--- config.mk ---
export PLATFORM = sky130hd
export DESIGN_NAME = ex_mem_stage
export DESIGN_NICKNAME = d
export VERILOG_FILES = /design/src/rtl/ex_mem_stage.sv
export SDC_FILE = /design/constraint.sdc
export NUM_CORES = 1
export LEC_CHECK = 0
export BUFFER_PORTS_ARGS = -buffer_cell sky130_fd_sc_hd__buf_2
export CORE_UTILIZATION = 40
export DETAILED_ROUTE_END_ITERATION = 6
export PLACE_DENSITY = 0.77
export RECOVER_POWER = 100
export SLEW_MARGIN = 20
export SYNTH_ARGS = -nofsm -noshare
export SYNTH_HDL_FRONTEND = slang
export SYNTH_SLANG_ARGS = --single-unit
--- constraint.sdc ---
create_clock -name clk -period 8.5 [get_ports clk]
set_input_delay 1.7 -clock clk [delete_from_list [all_inputs] [get_ports clk]]
set_output_delay 1.7 -clock clk [all_outputs]
set_load 0.02 [all_outputs]
--- src/rtl/ex_mem_stage.sv ---
// EX/MEM pipeline boundary: resolves branches/jumps into a combinational PC redirect,
// registers the EX/MEM fields under stall/flush control and counts taken transfers.
module ex_mem_stage #(
   parameter int unsigned     XLEN          = 32,
   parameter logic [XLEN-1:0] RESET_PC_LINK = '0
) (
   input  logic            clk,
   input  logic            rst_n,
   input  logic            ex_valid,
   input  logic [XLEN-1:0] alu_result,
   input  logic            zero,
   input  logic            blt,
   input  logic            bge,
   input  logic            bltu,
   input  logic            bgeu,
   input  logic [XLEN-1:0] pc_ex,
   input  logic [XLEN-1:0] imm_ex,
   input  logic            is_branch,
   input  logic            is_jal,
   input  logic            is_jalr,
   input  logic [2:0]      funct3_ex,
   input  logic [XLEN-1:0] rs2_data,
   input  logic [4:0]      rd_ex,
   input  logic            reg_write_ex,
   input  logic            mem_read_ex,
   input  logic            mem_write_ex,
   input  logic            mem_to_reg_ex,
   input  logic            stall_i,
   input  logic            flush_i,
   output logic            redirect,
   output logic [XLEN-1:0] redirect_pc,
   output logic            mem_valid,
   output logic [XLEN-1:0] mem_result,
   output logic [XLEN-1:0] mem_store_data,
   output logic [4:0]      mem_rd,
   output logic [2:0]      mem_funct3,
   output logic            mem_reg_write,
   output logic            mem_mem_read,
   output logic            mem_mem_write,
   output logic            mem_mem_to_reg,
   output logic            mem_misaligned,
   output logic [31:0]     taken_cnt
);

   logic            cond;
   logic            taken;
   logic            misalign;
   logic [XLEN-1:0] target;
   logic [XLEN-1:0] result;

   logic            valid_q, valid_d;
   logic [XLEN-1:0] result_q, result_d;
   logic [XLEN-1:0] sdata_q, sdata_d;
   logic [4:0]      rd_q, rd_d;
   logic [2:0]      funct3_q, funct3_d;
   logic            rw_q, rw_d;
   logic            mr_q, mr_d;
   logic            mw_q, mw_d;
   logic            m2r_q, m2r_d;
   logic            mis_q, mis_d;
   logic [31:0]     cnt_q, cnt_d;

   always_comb begin
      cond = 1'b0;
      case (funct3_ex)
         3'b000:  cond = zero;
         3'b001:  cond = ~zero;
         3'b100:  cond = blt;
         3'b101:  cond = bge;
         3'b110:  cond = bltu;
         3'b111:  cond = bgeu;
         default: cond = 1'b0;
      endcase
      taken    = (is_branch & cond) | is_jal | is_jalr;
      target   = is_jalr ? {alu_result[XLEN-1:1], 1'b0} : pc_ex + imm_ex;
      misalign = taken & target[1];
      // Jumps write the link address; everything else forwards the ALU result.
      result   = (is_jal | is_jalr) ? pc_ex + XLEN'(4) : alu_result;
   end

   assign redirect    = ex_valid & taken & ~misalign & ~stall_i & rst_n;
   assign redirect_pc = target;

   always_comb begin
      valid_d  = valid_q;
      result_d = result_q;
      sdata_d  = sdata_q;
      rd_d     = rd_q;
      funct3_d = funct3_q;
      rw_d     = rw_q;
      mr_d     = mr_q;
      mw_d     = mw_q;
      m2r_d    = m2r_q;
      mis_d    = mis_q;
      cnt_d    = cnt_q;
      if (!stall_i) begin
         if (flush_i) begin
            valid_d = 1'b0;
            rw_d    = 1'b0;
            mr_d    = 1'b0;
            mw_d    = 1'b0;
            m2r_d   = 1'b0;
            mis_d   = 1'b0;
         end else begin
            valid_d  = ex_valid;
            result_d = result;
            sdata_d  = rs2_data;
            rd_d     = rd_ex;
            funct3_d = funct3_ex;
            // A misaligned transfer travels on as a trap with no side effects.
            rw_d     = ex_valid & reg_write_ex & ~misalign;
            mr_d     = ex_valid & mem_read_ex & ~misalign;
            mw_d     = ex_valid & mem_write_ex & ~misalign;
            m2r_d    = ex_valid & mem_to_reg_ex;
            mis_d    = ex_valid & misalign;
            cnt_d    = cnt_q + 32'(ex_valid & taken & ~misalign);
         end
      end
   end

   always_ff @(posedge clk or negedge rst_n) begin
      if (!rst_n) begin
         valid_q  <= 1'b0;
         result_q <= RESET_PC_LINK;
         sdata_q  <= RESET_PC_LINK;
         rd_q     <= '0;
         funct3_q <= '0;
         rw_q     <= 1'b0;
         mr_q     <= 1'b0;
         mw_q     <= 1'b0;
         m2r_q    <= 1'b0;
         mis_q    <= 1'b0;
         cnt_q    <= '0;
      end else begin
         valid_q  <= valid_d;
         result_q <= result_d;
         sdata_q  <= sdata_d;
         rd_q     <= rd_d;
         funct3_q <= funct3_d;
         rw_q     <= rw_d;
         mr_q     <= mr_d;
         mw_q     <= mw_d;
         m2r_q    <= m2r_d;
         mis_q    <= mis_d;
         cnt_q    <= cnt_d;
      end
   end

   assign mem_valid      = valid_q;
   assign mem_result     = result_q;
   assign mem_store_data = sdata_q;
   assign mem_rd         = rd_q;
   assign mem_funct3     = funct3_q;
   assign mem_reg_write  = rw_q;
   assign mem_mem_read   = mr_q;
   assign mem_mem_write  = mw_q;
   assign mem_mem_to_reg = m2r_q;
   assign mem_misaligned = mis_q;
   assign taken_cnt      = cnt_q;

endmodule

# [Word-level counts from Yosys, hierarchy flattened]
# Cells that the tools add are included.
[totals] regBits=110 input_bits=153 output_inout_bits=143 wordCells=54
[op_classes] add_sub_neg=3 eq_ne=5 mux=9 bitwise_logic=24 reduce_logical=2
[ops] operator="adder 32 bit" count=2
[ops] operator="two-way mux 32 bit" count=2
[ops] operator="adder 32 x 3 -> 32 bit, second input constant" count=1
[ops] operator="AND 1 x 32 -> 32 bit" count=1
[ops] operator="inverter 1 -> 32 bit" count=1
[ops] operator="AND 1 bit" count=15
[ops] operator="equality test 3 bit, second input constant" count=4
[ops] operator="two-way mux 1 bit" count=6
[ops] operator="one-hot mux 1 bit (6 select lines)" count=1
[ops] operator="inverter 1 bit" count=4
[ops] operator="equality test 3 x 1 -> 1 bit, second input constant" count=1
[ops] operator="logical NOT 3 bit" count=1
[ops] operator="bitwise OR 1 bit" count=3
[ops] operator="AND reduction 2 bit" count=1

# [Logic depth before layout (Yosys ltp)]
[logic_depth] depth_word=10 ltp_mapped=12 mapped_depth_nobuf=12

# [Worst setup path before layout]
# No wires, ideal clock.
[synth_path] path_type="input port to output port" startpoint="input port pc_ex[0]" endpoint="output port redirect_pc[20]" t_arrival_ps=3979 t_required_ps=6800 slack_ps=2821 path_stages=8 path_buffers=0 path_cell_list="ha_1 > fa_1 > a21o_1 > a221o_1 > a211oi_2 > o31a_1 > nor4_1 > a211oi_1"
[synth_via] elab_chain_len=2
[synth_rtl] item="start: declaration" line="16" source="input logic [XLEN-1:0] pc_ex,"
[synth_rtl] item="adder 32 bit" line="75" source="target = is_jalr ? {alu_result[XLEN-1:1], 1'b0} : pc_ex + imm_ex;"
[synth_rtl] item="two-way mux 32 bit" line="75"
[synth_rtl] item="end: declaration" line="31" source="output logic [XLEN-1:0] redirect_pc,"
# No other way between the ends.

# [Worst setup path after layout]
# Ends and elaborated chain as after synthesis.

==> reports/qor.yml <==
sta:
  hold_viol: 0
  clock.fmax_ghz: 0.161
  setup-violations-final: 0
  tightest_slew_ns: 2.82
  clock_skew_ns: 0.00964
  rsz0062_at_grt: "false"
  fin_setup_tns_ns: 0
  slew_headroom_pct: -88.2
  fin_crit_sh_pct: 73.1
  finalCriticalPeriod_ns: 6.21
  slew_violations: 107
yosys:
  async_flop_share_pct: 100
  synth_edf_count: 0
  yosysUniqueCellTypes: 65
  ys_warn_count: 0
  synth_flop_cell: "dfrtp_1"
  synthesis.nets: 1068
  synth_top_cell_by_area: "dfrtp_1"
  ys_seq_area_share_pct: 37.7
  syn_area_per_cell_um2: 8.30
  synth_top_area_share_pct: 37.7
  synth_area_leaders: "dfrtp_1 38%, nand2_1 11%, ha_1 5.8%, xnor2_1 5.6%, o21ai_0 4.5%"
  synth-seq-cells: 110
  synthCells: 880
  syn-cell-area_um2: 7300
final_layout:
  drive_gt1_share_pct: 15.7
  final_nets: 1337
  areaGrowthSynthToFinish_pct: 23.1
  diodes: 0
  fin_area_um2: 8990
place:
  port-buffer-count: 295
  gp_congestion: 1.03
  hpwlAfterDp_mm: 17.6
  dpl_cell_area_um2: 8940
clock_tree:
  cts-buffers-inserted: 9
  cts-root-buf: "clkbuf_16"
  post_cts_resized: 0
  cts_max_level: 3
  cts_setup_buffers: 0
  ctsLongestPathBuffers: 2
  cts_tree: "yes"
  cts_hold_buf: 0
  clock_sinks: 110
  clk_pin_slew_ns: 0.07
  clk_latency_ns: 0.34
run:
  cap_violations: 2
pwr:
  internal-power_mw: 0.980
  p_sw_mw: 0.539
  pwr-share-seq_pct: 40.1
  clkPwrFrac_pct: 28.3
  switching_share_pct: 35.5
  ir_drop_uv: 100
  combPwrFrac_pct: 31.6
  leakage_nw: 4.25
  power_density_nw_per_um2: 169
run_status:
  violations: "max-capacitance violations, max-slew violations"
  outcome: "finished with violations"
drt:
  num_vias: 7351
  drc: 0
  viasPerCell: 5.32
  initialDrtViolationCount: 324
  drt-pass1-iter-count: 5
  ant_nets: 0
  wl_per_cell_um: 16.1
  wl_mm: 22.3
worst_setup_path:
  critPathRequiredTime_ns: 6.80
  crit_fanout: 5
  critPathLaunchType: "input port"
  cp.arrival_ns: 4.51
  reg2reg_depth: 8
  critPathKind: "in2out"
  setup.worst_path.start: "pc_ex[0]"
  cp-end-kind: "output pin"
  r2r_start: "taken_cnt[0]$_DFFE_PN0P_"
die:
  coreArea_um2: 17900
  die_w_um: 137
  start_util_pct: 40.8
  dieArea_um2: 18800
  io_pins: 296
  die_y_um: 137
  rows: 49
grt:
  grt_start_max_net_pins: 92
  grt_first_pass_wirelength_mm: 33.4
  antenna_found_initial: 0
  grt_usage_pct: 22.8
  first_global_vias: 6593
  grt-ovfl-total: 0
hold_path:
  holdPathStages: 2
  min_from: "mem_store_data[27]$_DFFE_PN0P_"
  hp-class: "reg2reg"
-- cells in the mapped netlist, types with 3 or more instances --
cell type and instances:
nand2_1 220, dfrtp_1 110, o21ai_0 66, nor2_1 49, xnor2_1 47, a21oi_1 42, nand3_1 36, ha_1 34
xor2_1 32, clkbuf_1 28, nand4_1 20, and3_1 17, nor3_1 12, a22oi_1 11, mux2i_1 9, a21o_1 8
a31oi_1 8, buf_2 8, inv_1 8, nor4_1 7, a211oi_1 6, and2_1 6, and4_1 6, nor2b_1 6
or3_1 6, nand2b_1 5, or2_2 5, a22o_1 4, mux2_2 4, o21a_1 4, buf_1 3, nand3b_1 3
o211ai_1 3, o21bai_1 3, o22ai_1 3, o31ai_1 3
-- worst max-delay path, stage by stage --
cell and delay (ns):
clkbuf_1 0.09, ha_1 0.24, fa_1 0.42, a21o_1 0.19, a221o_1 0.39, a211oi_1 0.70
o31a_1 0.29, nor4_1 0.06, a211oi_1 0.18, clkbuf_1 0.26
-- power groups by stage --
stage	clock network, mW	logic, mW	registers [mW]
after floorplan	0	0.239	0.683
after global placement	0	0.499	0.614
after detailed placement	0	0.503	0.617
after CTS	0.446	0.505	0.607
after global routing	0.464	0.528	0.616
final	0.430	0.480	0.609
-- stage by stage --
stage / setup slack, ns / utilization [%] / hold WS, ns / power (mW) / std cells
after global placement: 2.62 / 50.0 / 0.451 / 1.11 / 1367
final: 2.29 / 50.2 / 0.475 / 1.52 / 1383
after global routing: 1.93 / 50.2 / 0.498 / 1.61 / 1383
after floorplan: 2.82 / - / 0.578 / 0.921 / 880
after detailed placement: 2.62 / 50.0 / 0.457 / 1.12 / 1367
after CTS: 2.61 / 51.7 / 0.473 / 1.56 / 1383
-- cells by family (layout without fill, tap and decap cells) --
| group | after synthesis | count (layout) | share of synthesized area, % |
|---|---|---|---|
| AO/OA/AOI/OAI | 183 | 183 | 15.6 |
| AND/OR/NAND/NOR | 410 | 410 | 26.3 |
| multiplexers | 14 | 14 | 2.16 |
| adder cells (fa/ha/maj) | 35 | 35 | 6.10 |
| flip-flops | 110 | 110 | 37.7 |
| buffers and inverters | 49 | 323 | 2.69 |
| XOR/XNOR | 79 | 79 | 9.47 |
-- layer usage --
layer	GRT usage (%)	wire length [um]
met1	30.1	9530
met2	37.4	10400
met3	3.74	1720
met4	8.61	694
met5	0	0
-- final timing paths --
path	to	slack [ns]
setup / recovery	redirect_pc[20]	2.29
hold / removal	mem_store_data[27]$_DFFE_PN0P_	0.48
setup reg to reg	taken_cnt[26]$_DFFE_PN0P_	6.34
hold reg to reg	mem_store_data[27]$_DFFE_PN0P_	0.48
max in group asynchronous	mem_store_data[6]$_DFFE_PN0P_	4.29
min in group asynchronous	mem_store_data[17]$_DFFE_PN0P_	2.26
-- cells in the final DEF, fill, tap and decap left out, types with 34 or more instances in the layout --
cell type	count
nand2_1	220
buf_2	151
clkbuf_1	146
dfrtp_1	110
o21ai_0	66
nor2_1	49
xnor2_1	47
a21oi_1	43
nand3_1	36
ha_1	34
-- layout make-up --
cell class,instances,area (um2)
clock inverter,4,55.1
clock buffer,12,256
fill,1799,8910
multi-input combinational,721,4290
inverter,8,30.0
timing repair buffer,299,1320
sequential,110,2750
tap,229,287
Note: power is estimated with default switching activity, not from simulation.
